## config.mk

```make
export PLATFORM = sky130hd
export DESIGN_NAME = uart_rx_cfg_flat
export DESIGN_NICKNAME = d
export VERILOG_FILES = /design/src/rtl/uart_rx_cfg_pkg.sv /design/src/rtl/uart_rx_cfg_if.sv /design/src/rtl/uart_rx_cfg_sync.sv /design/src/rtl/uart_rx_cfg.sv /design/src/flat_wrapper.sv
export SDC_FILE = /design/constraint.sdc
export NUM_CORES = 1
export LEC_CHECK = 0
export BUFFER_PORTS_ARGS = -buffer_cell sky130_fd_sc_hd__clkbuf_2
export CORE_MARGIN = 4
export CORE_UTILIZATION = 59
export DETAILED_ROUTE_END_ITERATION = 8
export GPL_TIMING_DRIVEN = 0
export PLACE_DENSITY = 0.76
export SLEW_MARGIN = 20
export SYNTH_ARGS = -nofsm -noshare
export SYNTH_HDL_FRONTEND = slang
export SYNTH_SLANG_ARGS = --single-unit
```

## constraint.sdc

```tcl
create_clock -name sclk -period 2.6 [get_ports sclk]
set_input_delay 0.26 -clock sclk [delete_from_list [all_inputs] [get_ports sclk]]
set_output_delay 0.26 -clock sclk [all_outputs]
set_load 0.01 [all_outputs]
```

## src/rtl/uart_rx_cfg_pkg.sv

```systemverilog
// Shared UART definitions: parity modes, receiver FSM states and the 3-sample voter.
// Intended to be reused by the companion transmitter.
package uart_rx_cfg_pkg;

  localparam int PAR_NONE = 0;
  localparam int PAR_ODD  = 1;
  localparam int PAR_EVEN = 2;

  // Wide enough for up to 9 data bits or 2 stop bits
  localparam int BCNT_W = 4;

  typedef enum logic [2:0] {
    ST_IDLE,
    ST_START,
    ST_DATA,
    ST_PAR,
    ST_STOP,
    ST_BRKWAIT
  } rx_state_t;

  function automatic logic maj3(input logic a, input logic b, input logic c);
    return (a & b) | (a & c) | (b & c);
  endfunction

endpackage

```

## src/rtl/uart_rx_cfg_if.sv

```systemverilog
// Receiver-side bundle: serial line in, decoded frame and status out.
// master = the receiver, slave = the line driver / frame consumer.
interface uart_rx_cfg_if #(
  parameter int DATA_BITS = 8
) ();
  logic                 rx;
  logic [DATA_BITS-1:0] po_data;
  logic                 po_flag;
  logic                 po_perr;
  logic                 po_ferr;
  logic                 po_brk;

  modport master (input rx, output po_data, po_flag, po_perr, po_ferr, po_brk);
  modport slave  (output rx, input po_data, po_flag, po_perr, po_ferr, po_brk);
endinterface

```

## src/rtl/uart_rx_cfg_sync.sv

```systemverilog
// Two-flop synchroniser for the asynchronous RX pin plus one delay flop for
// falling-edge detection. All flops reset to the idle-line level.
module uart_rx_sync (
  input  logic i_clk,
  input  logic i_rst_n,
  input  logic i_rx,
  output logic o_rx_s,
  output logic o_fall
);
  logic r_ff1, r_ff2, r_dly;

  always_ff @(posedge i_clk or negedge i_rst_n) begin
    if (!i_rst_n) begin
      r_ff1 <= 1'b1;
      r_ff2 <= 1'b1;
      r_dly <= 1'b1;
    end else begin
      r_ff1 <= i_rx;
      r_ff2 <= r_ff1;
      r_dly <= r_ff2;
    end
  end

  assign o_rx_s = r_ff2;
  assign o_fall = r_dly & ~r_ff2;
endmodule

```

## src/rtl/uart_rx_cfg.sv

```systemverilog
// Configurable UART receiver: width/parity/stop bits, 3-sample majority vote,
// start-bit validation, parity/framing/break reporting.
module uart_rx_cfg
  import uart_rx_cfg_pkg::*;
#(
  parameter int CLK_DIV   = 434,
  parameter int DATA_BITS = 8,
  parameter int PARITY    = 0,
  parameter int STOP_BITS = 1
) (
  input  logic          sclk,
  input  logic          rst_n,
  uart_rx_cfg_if.master io_bus
);
  localparam int CNT_W = $clog2(CLK_DIV);
  localparam int H     = CLK_DIV / 2;
  localparam logic [CNT_W-1:0]  C_LAST = CNT_W'(CLK_DIV - 1);
  localparam logic [CNT_W-1:0]  C_HM1  = CNT_W'(H - 1);
  localparam logic [CNT_W-1:0]  C_H    = CNT_W'(H);
  localparam logic [CNT_W-1:0]  C_HP1  = CNT_W'(H + 1);
  localparam logic [BCNT_W-1:0] B_DLAST = BCNT_W'(DATA_BITS - 1);
  localparam logic [BCNT_W-1:0] B_SLAST = BCNT_W'(STOP_BITS - 1);

  logic w_rx_s, w_fall, w_vote, w_at_vote, w_wrap;
  rx_state_t r_state, w_state_nx;
  logic [CNT_W-1:0]     r_cnt, w_cnt_nx;
  logic [BCNT_W-1:0]    r_bcnt, w_bcnt_nx;
  logic [DATA_BITS-1:0] r_shift, w_shift_nx, r_data, w_data_nx;
  logic r_s0, r_s1, r_pbit, w_pbit_nx, r_allz, w_allz_nx, r_stop0, w_stop0_nx;
  logic r_flag, w_flag_nx, r_perr, w_perr_nx, r_ferr, w_ferr_nx, r_brk, w_brk_nx;

  uart_rx_sync u_sync (
    .i_clk  (sclk),
    .i_rst_n(rst_n),
    .i_rx   (io_bus.rx),
    .o_rx_s (w_rx_s),
    .o_fall (w_fall)
  );

  assign w_vote    = maj3(r_s0, r_s1, w_rx_s);
  assign w_at_vote = (r_cnt == C_HP1);
  assign w_wrap    = (r_cnt == C_LAST);

  always_ff @(posedge sclk or negedge rst_n) begin
    if (!rst_n) begin
      r_state <= ST_IDLE;
      r_cnt   <= '0;
      r_bcnt  <= '0;
      r_allz  <= 1'b0;
      r_stop0 <= 1'b0;
      r_data  <= '0;
      r_flag  <= 1'b0;
      r_perr  <= 1'b0;
      r_ferr  <= 1'b0;
      r_brk   <= 1'b0;
    end else begin
      r_state <= w_state_nx;
      r_cnt   <= w_cnt_nx;
      r_bcnt  <= w_bcnt_nx;
      r_allz  <= w_allz_nx;
      r_stop0 <= w_stop0_nx;
      r_data  <= w_data_nx;
      r_flag  <= w_flag_nx;
      r_perr  <= w_perr_nx;
      r_ferr  <= w_ferr_nx;
      r_brk   <= w_brk_nx;
    end
  end

  // Datapath: shift register, parity bit and the two early vote samples
  always_ff @(posedge sclk) begin
    r_shift <= w_shift_nx;
    r_pbit  <= w_pbit_nx;
    if (r_cnt == C_HM1) r_s0 <= w_rx_s;
    if (r_cnt == C_H)   r_s1 <= w_rx_s;
  end

  always_comb begin
    w_state_nx = r_state;
    w_cnt_nx   = w_wrap ? '0 : r_cnt + CNT_W'(1);
    w_bcnt_nx  = r_bcnt;
    w_shift_nx = r_shift;
    w_pbit_nx  = r_pbit;
    w_allz_nx  = r_allz;
    w_stop0_nx = r_stop0;
    w_data_nx  = r_data;
    w_flag_nx  = 1'b0;
    w_perr_nx  = r_perr;
    w_ferr_nx  = r_ferr;
    w_brk_nx   = r_brk;
    case (r_state)
      ST_IDLE: begin
        w_cnt_nx = '0;
        // The cycle in which the edge is seen is bit-cycle 0 of the start bit
        if (w_fall) begin
          w_state_nx = ST_START;
          w_cnt_nx   = CNT_W'(1);
          w_bcnt_nx  = '0;
          w_allz_nx  = 1'b1;
          w_stop0_nx = 1'b0;
        end
      end
      ST_START: begin
        if (w_at_vote && w_vote) begin
          w_state_nx = ST_IDLE;
          w_cnt_nx   = '0;
        end else if (w_wrap) begin
          w_state_nx = ST_DATA;
        end
      end
      ST_DATA: begin
        if (w_at_vote) begin
          w_shift_nx = {w_vote, r_shift[DATA_BITS-1:1]};
          w_allz_nx  = r_allz & ~w_vote;
        end
        if (w_wrap) begin
          if (r_bcnt == B_DLAST) begin
            w_bcnt_nx  = '0;
            w_state_nx = (PARITY != PAR_NONE) ? ST_PAR : ST_STOP;
          end else begin
            w_bcnt_nx = r_bcnt + BCNT_W'(1);
          end
        end
      end
      ST_PAR: begin
        if (w_at_vote) begin
          w_pbit_nx = w_vote;
          w_allz_nx = r_allz & ~w_vote;
        end
        if (w_wrap) w_state_nx = ST_STOP;
      end
      ST_STOP: begin
        if (w_at_vote) begin
          w_stop0_nx = r_stop0 | ~w_vote;
          w_allz_nx  = r_allz & ~w_vote;
          // Last stop bit: publish the frame now rather than after the full bit
          if (r_bcnt == B_SLAST) begin
            w_flag_nx  = 1'b1;
            w_data_nx  = r_shift;
            w_perr_nx  = (PARITY == PAR_NONE) ? 1'b0
                         : ((^r_shift ^ r_pbit) != (PARITY == PAR_ODD));
            w_ferr_nx  = w_stop0_nx;
            w_brk_nx   = w_allz_nx;
            w_state_nx = w_allz_nx ? ST_BRKWAIT : ST_IDLE;
            w_cnt_nx   = '0;
          end
        end else if (w_wrap) begin
          w_bcnt_nx = r_bcnt + BCNT_W'(1);
        end
      end
      ST_BRKWAIT: begin
        w_cnt_nx = '0;
        if (w_rx_s) w_state_nx = ST_IDLE;
      end
      default: begin
        w_state_nx = ST_IDLE;
        w_cnt_nx   = '0;
      end
    endcase
  end

  assign io_bus.po_data = r_data;
  assign io_bus.po_flag = r_flag;
  assign io_bus.po_perr = r_perr;
  assign io_bus.po_ferr = r_ferr;
  assign io_bus.po_brk  = r_brk;
endmodule

```

## src/flat_wrapper.sv

```systemverilog
// flat-port wrapper written by rule: the top's interface ports become plain ports
module uart_rx_cfg_flat import uart_rx_cfg_pkg::*;
#(
  parameter int CLK_DIV   = 434,
  parameter int DATA_BITS = 8,
  parameter int PARITY    = 0,
  parameter int STOP_BITS = 1
)
  (sclk, rst_n, io_bus_rx, io_bus_po_data, io_bus_po_flag, io_bus_po_perr, io_bus_po_ferr, io_bus_po_brk);
  uart_rx_cfg_if #(.DATA_BITS(DATA_BITS)) io_bus_i ();
  input  logic sclk;
  input  logic rst_n;
  input wire logic [$bits(io_bus_i.rx)-1:0] io_bus_rx;
  output wire logic [$bits(io_bus_i.po_data)-1:0] io_bus_po_data;
  output wire logic [$bits(io_bus_i.po_flag)-1:0] io_bus_po_flag;
  output wire logic [$bits(io_bus_i.po_perr)-1:0] io_bus_po_perr;
  output wire logic [$bits(io_bus_i.po_ferr)-1:0] io_bus_po_ferr;
  output wire logic [$bits(io_bus_i.po_brk)-1:0] io_bus_po_brk;
  assign io_bus_i.rx = io_bus_rx;
  assign io_bus_po_data = io_bus_i.po_data;
  assign io_bus_po_flag = io_bus_i.po_flag;
  assign io_bus_po_perr = io_bus_i.po_perr;
  assign io_bus_po_ferr = io_bus_i.po_ferr;
  assign io_bus_po_brk = io_bus_i.po_brk;
  uart_rx_cfg #(.CLK_DIV(CLK_DIV), .DATA_BITS(DATA_BITS), .PARITY(PARITY), .STOP_BITS(STOP_BITS)) u_core (.sclk(sclk), .rst_n(rst_n), .io_bus(io_bus_i));
endmodule
```

After elaboration in Yosys (flattened, before gate mapping)
Cells that the tools add are included.
W data, S select, Z words.
{"block": "totals", "out_inout_bits": 12, "regBits": 42, "input_bits": 3}
{"block": "classes", "n_reduce_logical": 14, "bitwise_logic": 10, "mux": 32, "n_eq_ne": 21, "addsub": 2}
{"cell": "$mux W9", "count": 4}
{"cell": "$pmux W9 S4", "count": 1}
{"cell": "$mux W3", "count": 10}
{"cell": "$eq A9 B8 Y1 const B", "count": 3}
{"cell": "$mux W4", "count": 5}
{"cell": "$pmux W3 S6", "count": 1}
{"cell": "$ne A2 B1 Y1 const B", "count": 7}
{"cell": "$pmux W4 S3", "count": 1}
{"cell": "$add A9 B1 Y9 const B", "count": 1}
{"cell": "$eq A9 B9 Y1 const B", "count": 1}
{"cell": "$reduce_and A3 Y1", "count": 3}
{"cell": "$mux W1", "count": 8}
{"cell": "$reduce_and A8 Y1", "count": 1}
{"cell": "$eq A3 B2 Y1 const B", "count": 2}
{"cell": "$eq A3 B3 Y1 const B", "count": 2}
{"cell": "$ne A2 B2 Y1 const B", "count": 3}
{"cell": "$and A1 B1 Y1", "count": 5}
{"cell": "$reduce_and A5 Y1", "count": 1}
{"cell": "$add A4 B1 Y4 const B", "count": 1}
{"cell": "$eq A4 B3 Y1 const B", "count": 1}
{"cell": "$logic_not A4 Y1", "count": 1}
{"cell": "$pmux W1 S2", "count": 2}
{"cell": "$reduce_bool A2 Y1", "count": 2}
{"cell": "$eq A3 B1 Y1 const B", "count": 1}
{"cell": "other kinds (9)", "count": 12}

Logic depth before layout (Yosys ltp)
{"block": "logic_depth", "ltp_word": 9, "mapped_depth": 7, "ltp_nobuf": 7}

Hierarchy
From an unflattened synthesis, not the netlist that was laid out.
{"block": "hier_totals", "cells_unflattened": 183, "area_unflattened_um2": 2003.2}
{"mod": "uart_rx_cfg", "instances": 1, "area_per_inst_um2": 1910.6, "seq_area_each_um2": 1026.0, "cells_each": 179}
{"mod": "uart_rx_sync", "instances": 1, "area_per_inst_um2": 92.6, "seq_area_each_um2": 78.8, "cells_each": 4}

Worst setup path after synthesis
No wires, ideal clock.
{"block": "synth_timing", "kind": "register to register", "startpoint": "register u_core.r_cnt[0]", "endpoint": "register u_core.r_state[1]", "period_less_slack_ns": 1.781, "slack_ns": 0.819, "path_stages_with_launch": 8, "t_required_ns": 2.479, "t_arrival_ns": 1.660, "path_cell_list": "dfrtp_1 -> inv_1 -> ha_1 -> and4bb_2 -> a31oi_4 -> a311oi_4 -> o21ai_1 -> a22o_1"}
{"block": "synth_via", "elab_chain_len": 4, "elab_cells_between_ends": 10}
{"item": "start, declared", "line_no": "uart_rx_cfg.sv:26", "rtl": "logic [CNT_W-1:0] r_cnt, w_cnt_nx;"}
{"item": "start signal, assigned", "line_no": "uart_rx_cfg.sv:58", "rtl": "r_cnt <= w_cnt_nx;"}
{"item": "$eq A9 B8 Y1", "line_no": "uart_rx_cfg.sv:41", "rtl": "assign w_at_vote = (r_cnt == C_HP1);"}
{"item": "$logic_and A1 B1 Y1", "line_no": "uart_rx_cfg.sv:104", "rtl": "if (w_at_vote && w_vote) begin"}
{"item": "$ne A3 B1 Y1 (no source line) or $mux W3 (tied branches)"}
{"item": "$reduce_and A8 Y1 (no source line) or $pmux W3 S6 (tied branches)"}
{"item": "end signal, assigned", "line_no": "uart_rx_cfg.sv:57", "rtl": "r_state <= w_state_nx;"}
{"item": "end, declared", "line_no": "uart_rx_cfg.sv:25", "rtl": "rx_state_t r_state, w_state_nx;"}
Parallel ways exist; a longest one is shown, timed or not.
A chain may end at the register's enable or synchronous reset.

Final worst setup path
{"block": "layout_timing", "startpoint": "register u_core.r_cnt[0]", "endpoint": "register u_core.r_shift[5], enable pin"}
{"block": "layout_via", "elab_chain_len": 2}
{"item": "$eq A9 B8 Y1", "line_no": "uart_rx_cfg.sv:41"}
{"item": "$reduce_and A2 Y1 (no source line)"}
{"item": "end signal, assigned", "line_no": "uart_rx_cfg.sv:72", "rtl": "r_shift <= w_shift_nx;"}
{"item": "end, declared", "line_no": "uart_rx_cfg.sv:28", "rtl": "logic [DATA_BITS-1:0] r_shift, w_shift_nx, r_data, w_data_nx;"}
No other way between the ends.

==> flow_summary_export.csv <==
group,metric,value,unit
sta,worstMarginPinSlew,0.784,ns
setup_path,critPathLaunchType,"flop",
sta,hold_ws,0.363,ns
status,outcome,"finished, final reports clean",
sta,layout_worst_path_cycle_share,76.7,%
place,io_buffer_count,13,
yosys,yosys_most_used_dff,"dfrtp_1",
final_layout,fillers,262,
final_layout,finalNetCount,200,
routing,ant_nets,0,
clocking,cts_resized,0,
floorplanning,pin_count,15,
floorplanning,core_area,3390,um^2
routing,drc,0,
yosys,netlist_area,2110,um^2
clocking,htree_levels,2,
setup_path,worstPathArrival,1.99,ns
floorplanning,start_util,62.3,%
floorplanning,placementRows,21,
setup_path,required,2.60,ns
grt,grt.total_usage,18.6,%
yosys,synthArstFlopShare,76.2,%
power_and_ir_drop,vdd_drop_max,0.000375,V
yosys,yosys_warnings,0,
sta,maxSlewViolCount,0,
clocking,ctsLongestPathBuffers,2,
routing,vias_per_cell,5.69,
final_layout,antenna_cells,0,
sta,maxSlewHeadroom,47.7,%
power_and_ir_drop,power_leakage,1.09,nW
final_layout,drive_gt1_share,24.5,%
final_layout,multi_input_area,930,um^2
yosys,syn_inst,169,
grt,antenna_found_initial,0,
yosys,syn_nets,178,
routing,wirelength,3630,um
floorplanning,die_area,4600,um^2
sta,hold_viol,0,
sta,fin_skew,0.00558,ns
place,hpwl,2650,um
power_and_ir_drop,power_density,614,nW/um^2
yosys,synth.distinct_cells,58,
worst_hold_path,hold_class,"reg2reg",
clocking,clkTransAtPathRegs,0.11,ns
sta,final-setup-viol-count,0,
sta,fmax,0.501,GHz
setup_path,critPathKind,"reg2reg",
final_layout,regArea,1100,um^2
grt,grt-ovfl-total,0,
yosys,synth_edf_count,10,
routing,wl_per_cell,15.3,um
setup_path,endpoint_kind,"flop",
clocking,tritoncts,"built",
floorplanning,die_x,67.8,um
routing,vias,1354,
final_layout,syn_to_final_growth,10.3,%
yosys,synth.avg_cell_area,12.5,um^2
yosys,ys_seq_area_share,52.3,%
clocking,cts-buffers-inserted,5,
clocking,cts-root-buf,"clkbuf_4",
setup_path,cp_max_fo,8,
grt,grt_max_degree,33,
sta,fin_crit,1.99,ns
grt,grt_pass1_vias,1315,
place,gp_congestion,0.888,
clocking,numClockSinks,42,
yosys,synth.ff_latch_count,42,
clocking,clk_latency,0.35,ns
routing,drt_iter0_drc,28,
sta,rsz0062_at_grt,"false",
floorplanning,die_y,67.8,um
sta,tns,0,ns
routing,first_pass_iters,4,
flow_run,max_cap_violations,0,
grt,grt_first_pass_wirelength,6220,um
-- routing by layer --
metal / up-vias / global-route usage [%] / share of wire (%)
met5: - / 0 / 0
met4: 0 / 8.93 / 2.2
met3: 7 / 4.43 / 3.5
met2: 26 / 32.1 / 51
met1: 669 / 21.7 / 44
li1: 652 / - / -
-- cell families (layout without fill, tap and decap cells) --
group           Yosys count  after routing  share of synthesized area, %
xor+xnor                  6              6                          2.49
buf+inv                  15             38                          3.67
other cells               1              1                         0.178
fa+ha+maj                 7              7                          4.03
flops                    42             42                          52.3
compound gates           28             28                          12.6
simple gates             61             61                          19.1
mux                       9              9                          5.63
-- area by class of cell --
type | instances | share of cell area [%]
clock buffers | 7 | 1.93
repair buffers | 15 | 3.65
plain buffers | 6 | 1.88
inverters | 9 | 1.45
multi-input cells | 112 | 39.9
flip-flops and latches | 42 | 47.4
clock inverters | 1 | 1.29
well taps | 46 | 2.47
-- power by group --
group | switching [W] | leakage [nW] | internal, W
clock network | 0.000201 | 0.0395 | 0.000204
registers | 0.0000337 | 0.517 | 0.000701
logic | 0.000171 | 0.537 | 0.000120
-- cells in the mapped netlist (2+ instances only) --
cell      count  area, um^2
ha_1          6        75.1
nor2_1       15        56.3
nand2_1       8        30.0
a31oi_4       2        42.5
nor2b_1       4        25.0
buf_4         3        22.5
inv_1         9        33.8
and2_1        2        12.5
nand2b_1      4        25.0
mux2_2        3        33.8
and3_1        4        25.0
a21oi_1       2        10.0
and4bb_1      2        25.0
xor2_1        3        26.3
edfxtp_1     10         300
nand3_1       4        20.0
nor4_1        2        12.5
dfrtp_1      29         726
o21ai_0       7        35.0
nand4_1       2        12.5
xnor2_1       3        26.3
buf_2         2        10.0
o31ai_1       2        15.0
dfstp_2       3        78.8
mux2_4        5        75.1
-- final timing paths --
path                                startpoint                  endpoint  slack [ns]  depth (start not counted)
max                            u_core.r_cnt[0]         u_core.r_shift[5]        0.61                          5
min reg2reg                u_core.u_sync.r_ff1      u_core.u_sync.o_rx_s        0.36                          0
min                        u_core.u_sync.r_ff1      u_core.u_sync.o_rx_s        0.36                          0
min in group asynchronous                rst_n  u_core.io_bus.po_data[2]        0.51                          2
max reg2reg                    u_core.r_cnt[0]         u_core.r_shift[5]        0.61                          5
max in group asynchronous                rst_n  u_core.io_bus.po_data[5]        1.59                          2
-- flip-flops by register name, indices dropped and copies added, names as in the netlist --
register	flops
u_core.io_bus.po_brk	1
u_core.io_bus.po_data	8
u_core.io_bus.po_ferr	1
u_core.io_bus.po_flag	1
u_core.r_allz	1
u_core.r_bcnt	4
u_core.r_cnt	9
u_core.r_s0	1
u_core.r_s1	1
u_core.r_shift	8
u_core.r_state	3
u_core.r_stop0	1
u_core.u_sync.o_rx_s	1
u_core.u_sync.r_dly	1
u_core.u_sync.r_ff1	1
-- through the flow --
stage               cell area, um^2  utilization, %  total power (W)  setup slack, ns  instances
floorplan                      2110               -         0.000969            0.819        169
global placement               2230            65.9          0.00103            0.592        228
detailed placement             2230            65.9          0.00104            0.546        228
CTS                            2330            68.7          0.00144            0.546        238
global route                   2330            68.7          0.00151            0.424        238
finish                         2330            68.7          0.00143            0.606        238
-- worst max-delay path, stage by stage, from the launching register on --
cell	delay, ns
dfrtp_1	0.44
inv_1	0.09
ha_1	0.19
and4bb_1	0.27
nand2_1	0.07
nor2_1	0.58
-- what timing repair did --
action	in CTS	in global routing
setup buffers	0	0
setup endpoints to repair	0	0
hold endpoints to repair	30	0
hold buffers	2	0
-- layout by cell type, fill, tap and decap left out, drive strengths merged, types with 3 or more instances in the layout --
cell type,count
dfrtp,29
xnor2,3
edfxtp,10
nand2,8
clkbuf,20
o21ai,8
a21oi,3
nand4,3
nor2b,4
inv,9
and2,3
dfstp,3
and4bb,3
buf,6
nor2,15
ha,6
and3,4
nand3,4
nand2b,4
mux2,8
xor2,3
(Power assumes the default switching activity.)
